`src/rtl/wb_sdram_arbiter_if.sv`:
```
// Bundled Wishbone signals around the SDRAM arbiter: the per-master request
// vectors on one side, the single SDRAM slave port on the other.
// The slave modport is the arbiter's view (it is the slave of the masters).
// The master modport is the view of the surrounding masters and SDRAM model.
interface wb_sdram_arbiter_if #(
  parameter int NUM_MASTERS   = 4,
  parameter int data_width    = 32,
  parameter int address_width = 26
);
  logic [NUM_MASTERS-1:0]                  m_cyc_i;
  logic [NUM_MASTERS-1:0]                  m_stb_i;
  logic [NUM_MASTERS-1:0]                  m_we_i;
  logic [NUM_MASTERS*address_width-1:0]    m_addr_i;
  logic [NUM_MASTERS*data_width-1:0]       m_dat_i;
  logic [NUM_MASTERS*(data_width/8)-1:0]   m_sel_i;
  logic [NUM_MASTERS*3-1:0]                m_cti_i;
  logic [NUM_MASTERS-1:0]                  m_ack_o;
  logic [data_width-1:0]                   m_dat_o;
  logic [NUM_MASTERS-1:0]                  m_err_o;
  logic                                    s_cyc_o;
  logic                                    s_stb_o;
  logic                                    s_we_o;
  logic [address_width-1:0]                s_addr_o;
  logic [data_width-1:0]                   s_dat_o;
  logic [data_width/8-1:0]                 s_sel_o;
  logic [2:0]                              s_cti_o;
  logic                                    s_ack_i;
  logic [data_width-1:0]                   s_dat_i;
  logic [NUM_MASTERS-1:0]                  grant_o;

  modport slave (
    input  m_cyc_i, m_stb_i, m_we_i, m_addr_i, m_dat_i, m_sel_i, m_cti_i,
    input  s_ack_i, s_dat_i,
    output m_ack_o, m_dat_o, m_err_o,
    output s_cyc_o, s_stb_o, s_we_o, s_addr_o, s_dat_o, s_sel_o, s_cti_o,
    output grant_o
  );

  modport master (
    output m_cyc_i, m_stb_i, m_we_i, m_addr_i, m_dat_i, m_sel_i, m_cti_i,
    output s_ack_i, s_dat_i,
    input  m_ack_o, m_dat_o, m_err_o,
    input  s_cyc_o, s_stb_o, s_we_o, s_addr_o, s_dat_o, s_sel_o, s_cti_o,
    input  grant_o
  );
endinterface

```
`src/rtl/wb_sdram_arbiter.sv`:
```
// Round-robin arbiter sharing the SDRAM controller's Wishbone slave port
// between NUM_MASTERS masters. A grant is held for the whole bus cycle
// (bursts and stb gaps included) and released when the owner drops cyc.
// Optional bus watchdog: define WB_ARB_TIMEOUT_EN to abort a granted cycle
// that sees no ack for TIMEOUT cycles (m_err_o pulse, grant dropped).
//
// state | meaning
// IDLE  | no grant; arbitrate among pending cyc requests
// BUS   | one master owns the slave port until its cyc falls
module wb_sdram_arbiter #(
  parameter int NUM_MASTERS   = 4,
  parameter int data_width    = 32,
  parameter int address_width = 26,
  parameter int TIMEOUT       = 256
) (
  input logic wb_clk_i,
  input logic wb_rst_i,
  wb_sdram_arbiter_if.slave bus
);
  localparam int IDX_W = (NUM_MASTERS > 1) ? $clog2(NUM_MASTERS) : 1;
  localparam int SEL_W = data_width / 8;

  localparam logic [0:0] IDLE = 1'b0;
  localparam logic [0:0] BUS  = 1'b1;

  localparam logic [IDX_W-1:0] LAST_RST = IDX_W'(NUM_MASTERS - 1);

  logic [0:0]             state_q;
  logic [NUM_MASTERS-1:0] grant_q;
  logic [IDX_W-1:0]       gidx_q;
  logic [IDX_W-1:0]       last_q;
  logic [IDX_W-1:0]       pick_idx;
  logic [IDX_W-1:0]       cand;
  logic                   pick_valid;
  logic                   cyc_g;
  logic                   kill;

  assign cyc_g = bus.m_cyc_i[gidx_q];

  // Pick the first requester after the last owner, wrapping around.
  always_comb begin
    pick_valid = 1'b0;
    pick_idx   = '0;
    cand       = '0;
    for (int i = 1; i <= NUM_MASTERS; i++) begin
      cand = IDX_W'((int'(last_q) + i) % NUM_MASTERS);
      if (!pick_valid && bus.m_cyc_i[cand]) begin
        pick_valid = 1'b1;
        pick_idx   = cand;
      end
    end
  end

`ifdef WB_ARB_TIMEOUT_EN
  localparam int CNT_W = (TIMEOUT > 1) ? $clog2(TIMEOUT + 1) : 1;
  logic [CNT_W-1:0] tmo_q;

  // Watchdog down-counter: reloaded while idle and on every ack; reaching
  // zero in BUS without an ack aborts the cycle in that same clock.
  always_ff @(posedge wb_clk_i) begin
    if (wb_rst_i)
      tmo_q <= '0;
    else if (state_q == IDLE || bus.s_ack_i)
      tmo_q <= CNT_W'(TIMEOUT - 1);
    else if (tmo_q != '0)
      tmo_q <= tmo_q - 1'b1;
  end

  assign kill = (state_q == BUS) && !bus.s_ack_i && (tmo_q == '0);
`else
  assign kill = 1'b0;
`endif

  // Grant FSM: register the winner, hold until its cyc drops (or watchdog).
  always_ff @(posedge wb_clk_i) begin
    if (wb_rst_i) begin
      state_q <= IDLE;
      grant_q <= '0;
      gidx_q  <= '0;
      last_q  <= LAST_RST;
    end else begin
      case (state_q)
        IDLE: begin
          if (pick_valid) begin
            state_q <= BUS;
            grant_q <= NUM_MASTERS'(1) << pick_idx;
            gidx_q  <= pick_idx;
          end
        end
        default: begin
          if (!cyc_g || kill) begin
            state_q <= IDLE;
            grant_q <= '0;
            last_q  <= gidx_q;
          end
        end
      endcase
    end
  end

  // Request mux towards the slave and ack/err routing back to the owner only.
  always_comb begin
    bus.s_cyc_o  = 1'b0;
    bus.s_stb_o  = 1'b0;
    bus.s_we_o   = 1'b0;
    bus.s_addr_o = '0;
    bus.s_dat_o  = '0;
    bus.s_sel_o  = '0;
    bus.s_cti_o  = '0;
    bus.m_ack_o  = '0;
    bus.m_err_o  = '0;
    if (state_q == BUS) begin
      bus.s_cyc_o  = cyc_g & ~kill;
      bus.s_stb_o  = bus.m_stb_i[gidx_q] & ~kill;
      bus.s_we_o   = bus.m_we_i[gidx_q];
      bus.s_addr_o = bus.m_addr_i[gidx_q*address_width +: address_width];
      bus.s_dat_o  = bus.m_dat_i[gidx_q*data_width +: data_width];
      bus.s_sel_o  = bus.m_sel_i[gidx_q*SEL_W +: SEL_W];
      bus.s_cti_o  = bus.m_cti_i[gidx_q*3 +: 3];
      bus.m_ack_o[gidx_q] = bus.s_ack_i & ~kill;
      bus.m_err_o[gidx_q] = kill;
    end
  end

  assign bus.m_dat_o = bus.s_dat_i;
  assign bus.grant_o = grant_q;
endmodule

```
`src/flat_wrapper.sv`:
```
// flat-port wrapper written by rule: the top's interface ports become plain ports
module wb_sdram_arbiter_flat 
#(
  parameter int NUM_MASTERS   = 4,
  parameter int data_width    = 32,
  parameter int address_width = 26,
  parameter int TIMEOUT       = 256
)
  (wb_clk_i, wb_rst_i, bus_m_cyc_i, bus_m_stb_i, bus_m_we_i, bus_m_addr_i, bus_m_dat_i, bus_m_sel_i, bus_m_cti_i, bus_s_ack_i, bus_s_dat_i, bus_m_ack_o, bus_m_dat_o, bus_m_err_o, bus_s_cyc_o, bus_s_stb_o, bus_s_we_o, bus_s_addr_o, bus_s_dat_o, bus_s_sel_o, bus_s_cti_o, bus_grant_o);
  wb_sdram_arbiter_if #(.NUM_MASTERS(NUM_MASTERS), .data_width(data_width), .address_width(address_width)) bus_i ();
  input logic wb_clk_i;
  input logic wb_rst_i;
  input wire logic [$bits(bus_i.m_cyc_i)-1:0] bus_m_cyc_i;
  input wire logic [$bits(bus_i.m_stb_i)-1:0] bus_m_stb_i;
  input wire logic [$bits(bus_i.m_we_i)-1:0] bus_m_we_i;
  input wire logic [$bits(bus_i.m_addr_i)-1:0] bus_m_addr_i;
  input wire logic [$bits(bus_i.m_dat_i)-1:0] bus_m_dat_i;
  input wire logic [$bits(bus_i.m_sel_i)-1:0] bus_m_sel_i;
  input wire logic [$bits(bus_i.m_cti_i)-1:0] bus_m_cti_i;
  input wire logic [$bits(bus_i.s_ack_i)-1:0] bus_s_ack_i;
  input wire logic [$bits(bus_i.s_dat_i)-1:0] bus_s_dat_i;
  output wire logic [$bits(bus_i.m_ack_o)-1:0] bus_m_ack_o;
  output wire logic [$bits(bus_i.m_dat_o)-1:0] bus_m_dat_o;
  output wire logic [$bits(bus_i.m_err_o)-1:0] bus_m_err_o;
  output wire logic [$bits(bus_i.s_cyc_o)-1:0] bus_s_cyc_o;
  output wire logic [$bits(bus_i.s_stb_o)-1:0] bus_s_stb_o;
  output wire logic [$bits(bus_i.s_we_o)-1:0] bus_s_we_o;
  output wire logic [$bits(bus_i.s_addr_o)-1:0] bus_s_addr_o;
  output wire logic [$bits(bus_i.s_dat_o)-1:0] bus_s_dat_o;
  output wire logic [$bits(bus_i.s_sel_o)-1:0] bus_s_sel_o;
  output wire logic [$bits(bus_i.s_cti_o)-1:0] bus_s_cti_o;
  output wire logic [$bits(bus_i.grant_o)-1:0] bus_grant_o;
  assign bus_i.m_cyc_i = bus_m_cyc_i;
  assign bus_i.m_stb_i = bus_m_stb_i;
  assign bus_i.m_we_i = bus_m_we_i;
  assign bus_i.m_addr_i = bus_m_addr_i;
  assign bus_i.m_dat_i = bus_m_dat_i;
  assign bus_i.m_sel_i = bus_m_sel_i;
  assign bus_i.m_cti_i = bus_m_cti_i;
  assign bus_i.s_ack_i = bus_s_ack_i;
  assign bus_i.s_dat_i = bus_s_dat_i;
  assign bus_m_ack_o = bus_i.m_ack_o;
  assign bus_m_dat_o = bus_i.m_dat_o;
  assign bus_m_err_o = bus_i.m_err_o;
  assign bus_s_cyc_o = bus_i.s_cyc_o;
  assign bus_s_stb_o = bus_i.s_stb_o;
  assign bus_s_we_o = bus_i.s_we_o;
  assign bus_s_addr_o = bus_i.s_addr_o;
  assign bus_s_dat_o = bus_i.s_dat_o;
  assign bus_s_sel_o = bus_i.s_sel_o;
  assign bus_s_cti_o = bus_i.s_cti_o;
  assign bus_grant_o = bus_i.grant_o;
  wb_sdram_arbiter #(.NUM_MASTERS(NUM_MASTERS), .data_width(data_width), .address_width(address_width), .TIMEOUT(TIMEOUT)) u_core (.wb_clk_i(wb_clk_i), .wb_rst_i(wb_rst_i), .bus(bus_i));
endmodule
```
`config.mk`:
```
export PLATFORM = sky130hd
export DESIGN_NAME = wb_sdram_arbiter_flat
export DESIGN_NICKNAME = d
export VERILOG_FILES = /design/src/rtl/wb_sdram_arbiter_if.sv /design/src/rtl/wb_sdram_arbiter.sv /design/src/flat_wrapper.sv
export SDC_FILE = /design/constraint.sdc
export NUM_CORES = 1
export LEC_CHECK = 0
export ABC_AREA = 1
export CAP_MARGIN = 20
export CORE_AREA = 5 5 161 163
export DETAILED_ROUTE_END_ITERATION = 16
export DIE_AREA = 0 0 166 168
export GPL_ROUTABILITY_DRIVEN = 0
export SLEW_MARGIN = 20
export SYNTH_ARGS = -nofsm -noshare
export SYNTH_HDL_FRONTEND = slang
export SYNTH_SLANG_ARGS = --single-unit
```
`constraint.sdc`:
```
create_clock -name wb_clk_i -period 3.5 [get_ports wb_clk_i]
set_clock_uncertainty 0.2 [all_clocks]
set_input_delay 0.35 -clock wb_clk_i [delete_from_list [all_inputs] [get_ports wb_clk_i]]
set_output_delay 0.35 -clock wb_clk_i [all_outputs]
set_load 0.02 [all_outputs]
```
==> Word-level counts from Yosys, hierarchy flattened <==
Index checks and enable logic that the tools add are counted.
{ "op_classes": {"bitwise": 3, "mux": 38, "eq_ne": 1, "n_mul": 2, "magnitude_cmp": 6, "n_shift": 5, "div_mod_pow": 0, "n_reduce_logical": 11, "add_sub_neg": 4} }
{ "ops": {"columns": ["op", "count"], "rows": [
  ["indexed part select 128 x 8 -> 32 bit", 1],
  ["indexed part select 104 x 8 -> 26 bit", 1],
  ["two-way mux 32 bit", 1],
  ["two-way mux 26 bit", 1],
  ["two-way mux 4 bit", 5],
  ["two-way mux 1 bit", 18],
  ["indexed part select 16 x 5 -> 4 bit", 1],
  ["< comparator 2 x 3 -> 1 bit (second input constant)", 5],
  ["binary-select mux 1 bit (select 2 bit)", 7],
  ["indexed part select 12 x 5 -> 3 bit", 1],
  ["two-way mux 2 bit", 4],
  ["multiplier 2 x 4 -> 6 bit (second input constant)", 1],
  ["AND reduction 2 bit", 3],
  ["adder 2 x 1 -> 2 bit (second input constant)", 2],
  ["adder 2 bit (second input constant)", 2],
  ["bitwise AND 4 bit", 1],
  ["logical AND 1 bit", 4],
  ["multiplier 2 x 2 -> 4 bit (second input constant)", 1],
  ["<< shifter 1 x 2 -> 4 bit (first input constant)", 1],
  ["logical NOT 1 bit", 3],
  ["two-way mux 3 bit", 1],
  ["demux 1 bit (select 2 bit)", 1],
  [">= comparator 2 x 1 -> 1 bit (second input constant)", 1],
  ["inequality test 2 bit (second input constant)", 1],
  ["other kinds (2)", 3]
]} }
{ "word_totals": {"latch_bits": 0, "ram_bits": 0, "out_inout_bits": 112, "in_bits": 307, "mem_count": 0, "romBits": 0, "register_bits": 9, "elab_cells": 74} }

==> Depth between registers and ports, before layout <==
Gate-level depths: netlist of the first run.
{ "logic_depth": {"depth_word": 16, "depth_mapped": 13, "depth_no_buf": 12} }

==> Worst setup path before layout of the first run <==
OpenSTA, ideal clock, no wires.
{ "synth_timing": {"kind": "flip-flop to output port", "from": "register u_core.gidx_q[0]", "to": "output port bus_s_cti_o[0]", "n_path_buf": 3, "t_arrival_ns": 1.449, "t_required_ns": 2.950, "setup_slack_ns": 1.501, "stages_incl_launch_ff": 8, "cell_sequence": "dfxtp_1 buf_2 nand2_1 inv_1 buf_2 buf_2 a22oi_1 a21oi_1"} }
{ "synth_between": {"elab_chain_cells": 3} }
{ "synth_rtl": {"columns": ["item", "line", "rtl"], "rows": [
  ["start: declaration", "wb_sdram_arbiter.sv:30", "logic [IDX_W-1:0] gidx_q;"],
  ["start signal: assignment", "wb_sdram_arbiter.sv:87", "gidx_q <= pick_idx;"],
  ["multiplier 2 x 2 -> 4 bit", "wb_sdram_arbiter.sv:119", "bus.s_cti_o = bus.m_cti_i[gidx_q*3 +: 3];"],
  ["indexed part select 12 x 5 -> 3 bit", "wb_sdram_arbiter.sv:119", null],
  ["two-way mux 3 bit", "wb_sdram_arbiter.sv:112", "if (state_q == BUS) begin"],
  ["end: declaration", "flat_wrapper.sv:31", "output wire logic [$bits(bus_i.s_cti_o)-1:0] bus_s_cti_o;"]
]} }
No other way between the ends.

==> Worst setup path in the final report of the first run <==
{ "layout_timing": {"from": "register u_core.gidx_q[0]", "to": "output port bus_s_dat_o[0]"} }
{ "layout_between": {"elab_chain_cells": 2} }
{ "layout_rtl": {"columns": ["item", "line", "rtl"], "rows": [
  ["indexed part select 128 x 8 -> 32 bit", "wb_sdram_arbiter.sv:117", "bus.s_dat_o = bus.m_dat_i[gidx_q*data_width +: data_width];"],
  ["two-way mux 32 bit", "wb_sdram_arbiter.sv:112", null],
  ["end: declaration", "flat_wrapper.sv:29", "output wire logic [$bits(bus_i.s_dat_o)-1:0] bus_s_dat_o;"]
]} }
No other way between the ends.

==> results.py, run 1 <==
metrics = {
    "setup_path": {
        "critPathRequiredTime_ns": 2.95,
        "crit_path_end_kind": "primary output",
        "critPathArrivalTime_ns": 2.65,
        "critPathLaunchType": "register",
        "timing.rr.start": "u_core.gidx_q[0]",
        "path_max_fanout": 21,
        "r2r_cells": 8,
        "rrSetupSlack_ns": 1.23,
        "reg2reg_to": "u_core.last_q[0]",
        "crit_type": "register to primary output",
    },
    "clocking": {
        "ctsHoldBuffers": 0,
        "post_cts_buffers": 0,
        "cts_resized": 0,
        "cts_tree": "yes",
        "clock_latency_ns": 0.23,
        "htree_levels": 1,
        "root_buffer": "clkbuf_16",
        "numCtsBuffers": 3,
        "clk_pin_slew_ns": 0.04,
        "cts_max_path_buffers": 2,
        "cts_sinks": 9,
    },
    "timing": {
        "timing.final.ws_setup_ns": 0.304,
        "max_slew_margin_pct": 54.3,
        "fin_crit_ns": 3.20,
        "fin_tns_setup_ns": 0,
        "fmax_ghz": 0.313,
        "tightestPinTransition_ns": 0.686,
        "drv_slew": 0,
        "period_share_pct": 91.3,
        "setup_viol": 0,
        "hold_violations": 0,
        "rsz0062_at_grt": "no",
    },
    "synth": {
        "synthArstFlopShare_pct": 0,
        "synth_top_area_cell": "a22oi_1",
        "synthTopCellsByCount": "a22oi_1, a21oi_1, nand2_1",
        "synth_area_um2": 2510,
        "synth_cell_type_count": 25,
        "ys_seq_area_share_pct": 7.17,
        "synthCells": 398,
        "synth_edf_count": 0,
        "yosysTopAreaCellShare_pct": 40.0,
        "post-synth-top-count-cell": "a22oi_1",
        "synth_area_per_cell_um2": 6.32,
        "yosysWarnings": 0,
        "synth_area_leaders": "a22oi_1, a21oi_1, buf_4",
        "synth.ff_latch_count": 9,
        "ys.flop_type": "dfxtp_1",
    },
    "pwr": {
        "finalPower_w": 0.00324,
        "p_int_w": 0.00152,
        "p_leak_nw": 2.15,
        "power_frac_comb_pct": 87.5,
        "power.density_nw_per_um2": 524,
        "switchingPower_w": 0.00172,
        "switching_share_pct": 53.1,
        "seqPwrFrac_pct": 6.2,
        "ir_drop_mv": 0.216,
        "p_clk_share_pct": 6.2,
    },
    "floorplanning": {
        "die_width_um": 166,
        "ios": 419,
        "core_area_um2": 24200,
        "rows": 57,
        "die-area_um2": 27900,
        "start_util_pct": 10.4,
        "die_y_um": 168,
    },
    "finish": {
        "final_cells": 1017,
        "drive_gt1_share_pct": 5.64,
        "area_growth_pct": 146,
        "fillers": 2651,
        "nNetsFinal": 999,
    },
    "place": {
        "dp.cells": 1011,
        "hpwl_um": 16400,
        "dp_slack_ns": 0.512,
        "port_buffers": 350,
    },
    "flow_run": {
        "maxCapViolCount": 0,
    },
    "global_route": {
        "grt_overflow": 0,
        "grt_start_max_net_pins": 69,
        "grt_pass1_vias": 4347,
        "grt_pass1_wl_um": 27400,
        "grt.total_usage_pct": 12.5,
        "antenna_found_initial": 2,
    },
    "routing": {
        "wirelength_um": 19600,
        "route.detailed.drc": 0,
        "drt_iter0_drc": 224,
        "wire_per_inst_um": 19.3,
        "num_vias": 4296,
        "vias_per_cell": 4.22,
        "ant_nets": 0,
        "drt_pass1_iterations": 4,
    },
    "outcome": {
        "outcome": "finished, final reports clean",
    },
    "hold_path": {
        "hold_depth": 2,
        "hold_start": "u_core.bus.grant_o[1]",
        "holdPathEnd": "u_core.bus.grant_o[1]",
        "hold_class": "register to register",
    },
}
worst max-delay path: stages, from the launching register on:
cell and delay [ns]:
dfxtp_1 0.53, nand2_1 0.14, inv_2 0.36, buf_4 0.36, a22oi_1 0.10, a21oi_1 0.20, clkdlybuf4s50_1 0.69
metal layers:
| layer | vias up | share of wire, % | track usage, % |
|---|---|---|---|
| met4 | 0 | 2.2 | 2.76 |
| li1 | 2060 | - | - |
| met5 | - | 0 | 0 |
| met3 | 20 | 11 | 4.67 |
| met2 | 287 | 47 | 21.3 |
| met1 | 1929 | 40 | 15.0 |
sequential cells by signal, summed over array words and instances (netlist names):
signal and count:
u_core.bus.grant_o 4, u_core.gidx_q 2, u_core.last_q 2, u_core.state_q 1
power by group through the flow:
stage | Clock [W] | Sequential [W] | Combinational (W)
after floorplan | 0 | 0.000188 | 0.00160
after global placement | 0 | 0.000201 | 0.00288
after detailed placement | 0 | 0.000204 | 0.00287
after CTS | 0.000207 | 0.000202 | 0.00289
after global routing | 0.000209 | 0.000209 | 0.00306
final | 0.000202 | 0.000201 | 0.00283
worst max path at each step:
stage / startpoint / end / slack [ns] / cells past startpoint
finish: u_core.gidx_q[0] / bus_s_dat_o[0] / 0.30 / 6
CTS: u_core.gidx_q[1] / bus_s_addr_o[19] / 0.27 / 6
global placement: u_core.gidx_q[1] / bus_s_addr_o[19] / 0.55 / 6
detailed placement: u_core.gidx_q[1] / bus_s_addr_o[19] / 0.51 / 6
floorplan: u_core.gidx_q[0] / bus_s_cti_o[0] / 1.50 / 7
global route: u_core.gidx_q[0] / bus_s_dat_o[4] / 0.14 / 6
final cells by class:
cell class / instances / area [um2] / share of cell area (%)
Inverter: 18 / 72.6 / 1.18
Tap cell: 324 / 405 / 6.57
Antenna cell: 2 / 5.00 / 0.0811
Timing Repair Buffer: 360 / 3600 / 58.3
Sequential cell: 9 / 180 / 2.92
Clock buffer: 4 / 78.8 / 1.28
Multi-Input combinational cell: 300 / 1830 / 29.7
placed cells by master (no fill, tap or decap):
cell type        instances
a21oi_1                 74
a22oi_1                134
a22oi_2                  1
buf_12                   2
buf_4                   10
clkbuf_1                 1
clkbuf_16                3
clkdlybuf4s50_1        348
conb_1                   4
dfxtp_1                  9
diode_2                  2
inv_1                   10
inv_2                    7
inv_6                    1
nand2_1                 45
nand2_2                  9
nand2_4                  1
nand3_1                 12
nand3_2                  1
nand4_1                  4
nor2_1                   4
nor2_4                   4
nor3_1                   2
o211ai_1                 1
o21ai_0                  1
o21ai_1                  3
cells by family (layout without fill, tap and decap cells):
| logic type | after synthesis | after routing | synth area share [%] |
|---|---|---|---|
| other cells | 1 | 6 | 0.149 |
| simple gates | 82 | 82 | 15.6 |
| buf+inv | 92 | 382 | 20.8 |
| compound gates | 214 | 214 | 56.3 |
| flops | 9 | 9 | 7.17 |
through the flow:
step | util [%] | cell area [um2] | hold slack [ns]
2_1_floorplan | - | 2520 | 0.219
3_3_place_gp | 25.2 | 6090 | 0.276
3_5_place_dp | 25.2 | 6090 | 0.280
4_1_cts | 25.5 | 6170 | 0.286
5_1_grt | 25.5 | 6170 | 0.306
6_report | 25.5 | 6170 | 0.279
Power figures use the tool's default switching activity.
==> run 2: changes to the inputs <==
--- a/config.mk
+++ b/config.mk
@@ -6,11 +6,11 @@
 export NUM_CORES = 1
 export LEC_CHECK = 0
 export ABC_AREA = 1
-export CAP_MARGIN = 20
 export CORE_AREA = 5 5 161 163
 export DETAILED_ROUTE_END_ITERATION = 16
 export DIE_AREA = 0 0 166 168
 export GPL_ROUTABILITY_DRIVEN = 0
+export PLACE_DENSITY = 0.56
 export SLEW_MARGIN = 20
 export SYNTH_ARGS = -nofsm -noshare
 export SYNTH_HDL_FRONTEND = slang
==> run 2 against run 1 <==
  * Die area unchanged
  * Highest routed layer unchanged
  * Largest cell class unchanged
  * Critical path depth unchanged
  * Routed wire length decreased by 3.9%
==> results.py, run 2 (same netlist as run 1, synthesis figures left out) <==
metrics = {
    "outcome": {
        "outcome": "finished, final reports clean",
    },
    "setup_path": {
        "reg2reg_to": "u_core.last_q[0]",
        "r2r_cells": 8,
        "path_cells": "nand2_1, inv_2, buf_4, a22oi_1, a21oi_1, clkdlybuf4s50_1",
        "crit_type": "register to primary output",
        "critPathLaunchType": "register",
        "cpPeakStageDelay_ns": 0.67,
        "critPathRequiredTime_ns": 2.95,
        "crit_path_end_kind": "primary output",
        "critPathArrivalTime_ns": 2.53,
        "rrSetupSlack_ns": 1.36,
        "path_max_fanout": 37,
        "timing.rr.start": "u_core.gidx_q[0]",
        "slowest_stage": "clkdlybuf4s50_1",
    },
    "place": {
        "hpwl_um": 15300,
        "dp.cells": 1009,
        "port_buffers": 350,
    },
    "finish": {
        "nNetsFinal": 997,
        "final_cells": 1013,
        "layout_common_cells": "clkdlybuf4s50_1, a22oi_1, a21oi_1",
        "n_antenna_cell": 0,
        "mostFrequentLayoutCell": "clkdlybuf4s50_1",
        "drive_gt1_share_pct": 5.22,
        "area_growth_pct": 145,
        "largest_reg_flops": 4,
    },
    "clocking": {
        "cts_resized": 0,
        "clock_latency_ns": 0.23,
        "ctsHoldBuffers": 0,
        "numCtsBuffers": 3,
        "htree_levels": 1,
        "post_cts_buffers": 0,
        "root_buffer": "clkbuf_16",
        "clk_pin_slew_ns": 0.04,
        "cts_sinks": 9,
        "cts_max_path_buffers": 2,
        "cts_tree": "yes",
    },
    "routing": {
        "drt_iter0_drc": 245,
        "wire_per_inst_um": 18.6,
        "vias_per_cell": 4.25,
        "drt_pass1_iterations": 5,
        "wirelength_um": 18800,
        "route.detailed.drc": 0,
        "ant_nets": 0,
        "num_vias": 4310,
    },
    "global_route": {
        "grt.total_usage_pct": 12.0,
        "grt_pass1_wl_um": 26700,
        "antenna_found_initial": 0,
        "grt_overflow": 0,
        "grt_start_max_net_pins": 69,
        "grt_pass1_vias": 4310,
    },
    "timing": {
        "period_share_pct": 88.0,
        "setup_viol": 0,
        "fmax_ghz": 0.325,
        "drv_slew": 0,
        "fin_crit_ns": 3.08,
        "rsz0062_at_grt": "no",
        "hold_violations": 0,
        "fin_tns_setup_ns": 0,
    },
    "hold_path": {
        "holdPathEnd": "u_core.bus.grant_o[0]",
        "hold_depth": 2,
        "hold_start": "u_core.bus.grant_o[0]",
        "hold_class": "register to register",
    },
    "flow_run": {
        "maxCapViolCount": 0,
    },
    "floorplanning": {
        "rows": 57,
        "die-area_um2": 27900,
        "die_y_um": 168,
        "ios": 419,
        "core_area_um2": 24200,
        "start_util_pct": 10.4,
        "die_width_um": 166,
    },
    "pwr": {
        "power.density_nw_per_um2": 518,
        "ir_drop_mv": 0.276,
        "p_leak_nw": 2.13,
    },
}
## run 2: changes by cell type in the layout (fill, tap and decap cells not counted), sizes merged
cell | previous run | this run
diode | 2 | 0
buf | 12 | 9
clkdlybuf4s50 | 348 | 349
## run 2: power by group
part / switching [W] / internal [W]
clock network: 0.0000479 / 0.000152
logic: 0.00157 / 0.00122
registers: 0.0000604 / 0.000144
## run 2: layout make-up
class / count / area [um2]
tap: 324 / 405
fill: 2667 / 18000
sequential: 9 / 180
inverter: 18 / 72.6
clock buffer: 4 / 78.8
multi-input combinational: 300 / 1830
timing repair buffer: 358 / 3590
## run 2: per-stage QoR
stage	total power, W	instance area, um2	worst slack (ns)	hold slack (ns)	util, %
2_1_floorplan	0.00179	2520	1.50	0.219	-
3_3_place_gp	0.00301	6080	0.566	0.280	25.1
3_5_place_dp	0.00302	6080	0.589	0.281	25.1
4_1_cts	0.00323	6160	0.311	0.287	25.5
5_1_grt	0.00341	6160	0.248	0.320	25.5
6_report	0.00319	6160	0.418	0.286	25.5
## run 2: critical path, delay by kind of cell (launching register included)
kind	cells	cell delay, ns
AO/OA/AOI/OAI	2	0.45
AND/OR/NAND/NOR	1	0.14
flip-flops	1	0.53
buffers and inverters	3	1.14
## run 2: layer usage
metal / up-vias / wire [um] / track usage, %
met5: - / 0 / 0
met4: 0 / 193 / 1.51
met3: 19 / 2160 / 4.60
met2: 291 / 9150 / 21.1
met1: 1942 / 7330 / 14.3
li1: 2058 / - / -
## run 2: worst max-delay path by stage
| stage | startpoint | to | slack (ns) | cells after the start |
|---|---|---|---|---|
| 2_1_floorplan | u_core.gidx_q[0] | bus_s_cti_o[0] | 1.50 | 7 |
| 3_3_place_gp | u_core.gidx_q[0] | bus_s_sel_o[2] | 0.57 | 6 |
| 3_5_place_dp | u_core.gidx_q[0] | bus_s_sel_o[2] | 0.59 | 6 |
| 4_1_cts | u_core.gidx_q[0] | bus_s_sel_o[2] | 0.31 | 6 |
| 5_1_grt | u_core.gidx_q[0] | bus_s_sel_o[2] | 0.25 | 6 |
| 6_report | u_core.gidx_q[0] | bus_s_sel_o[2] | 0.42 | 6 |
==> run 3: changes to the inputs <==
--- a/config.mk
+++ b/config.mk
@@ -11,7 +11,7 @@
 export DIE_AREA = 0 0 166 168
 export GPL_ROUTABILITY_DRIVEN = 0
 export PLACE_DENSITY = 0.56
-export SLEW_MARGIN = 20
+export SLEW_MARGIN = 10
 export SYNTH_ARGS = -nofsm -noshare
 export SYNTH_HDL_FRONTEND = slang
 export SYNTH_SLANG_ARGS = --single-unit
==> results of run 3 <==
No change in the layout: final DEF, timing and power equal those of run 2.
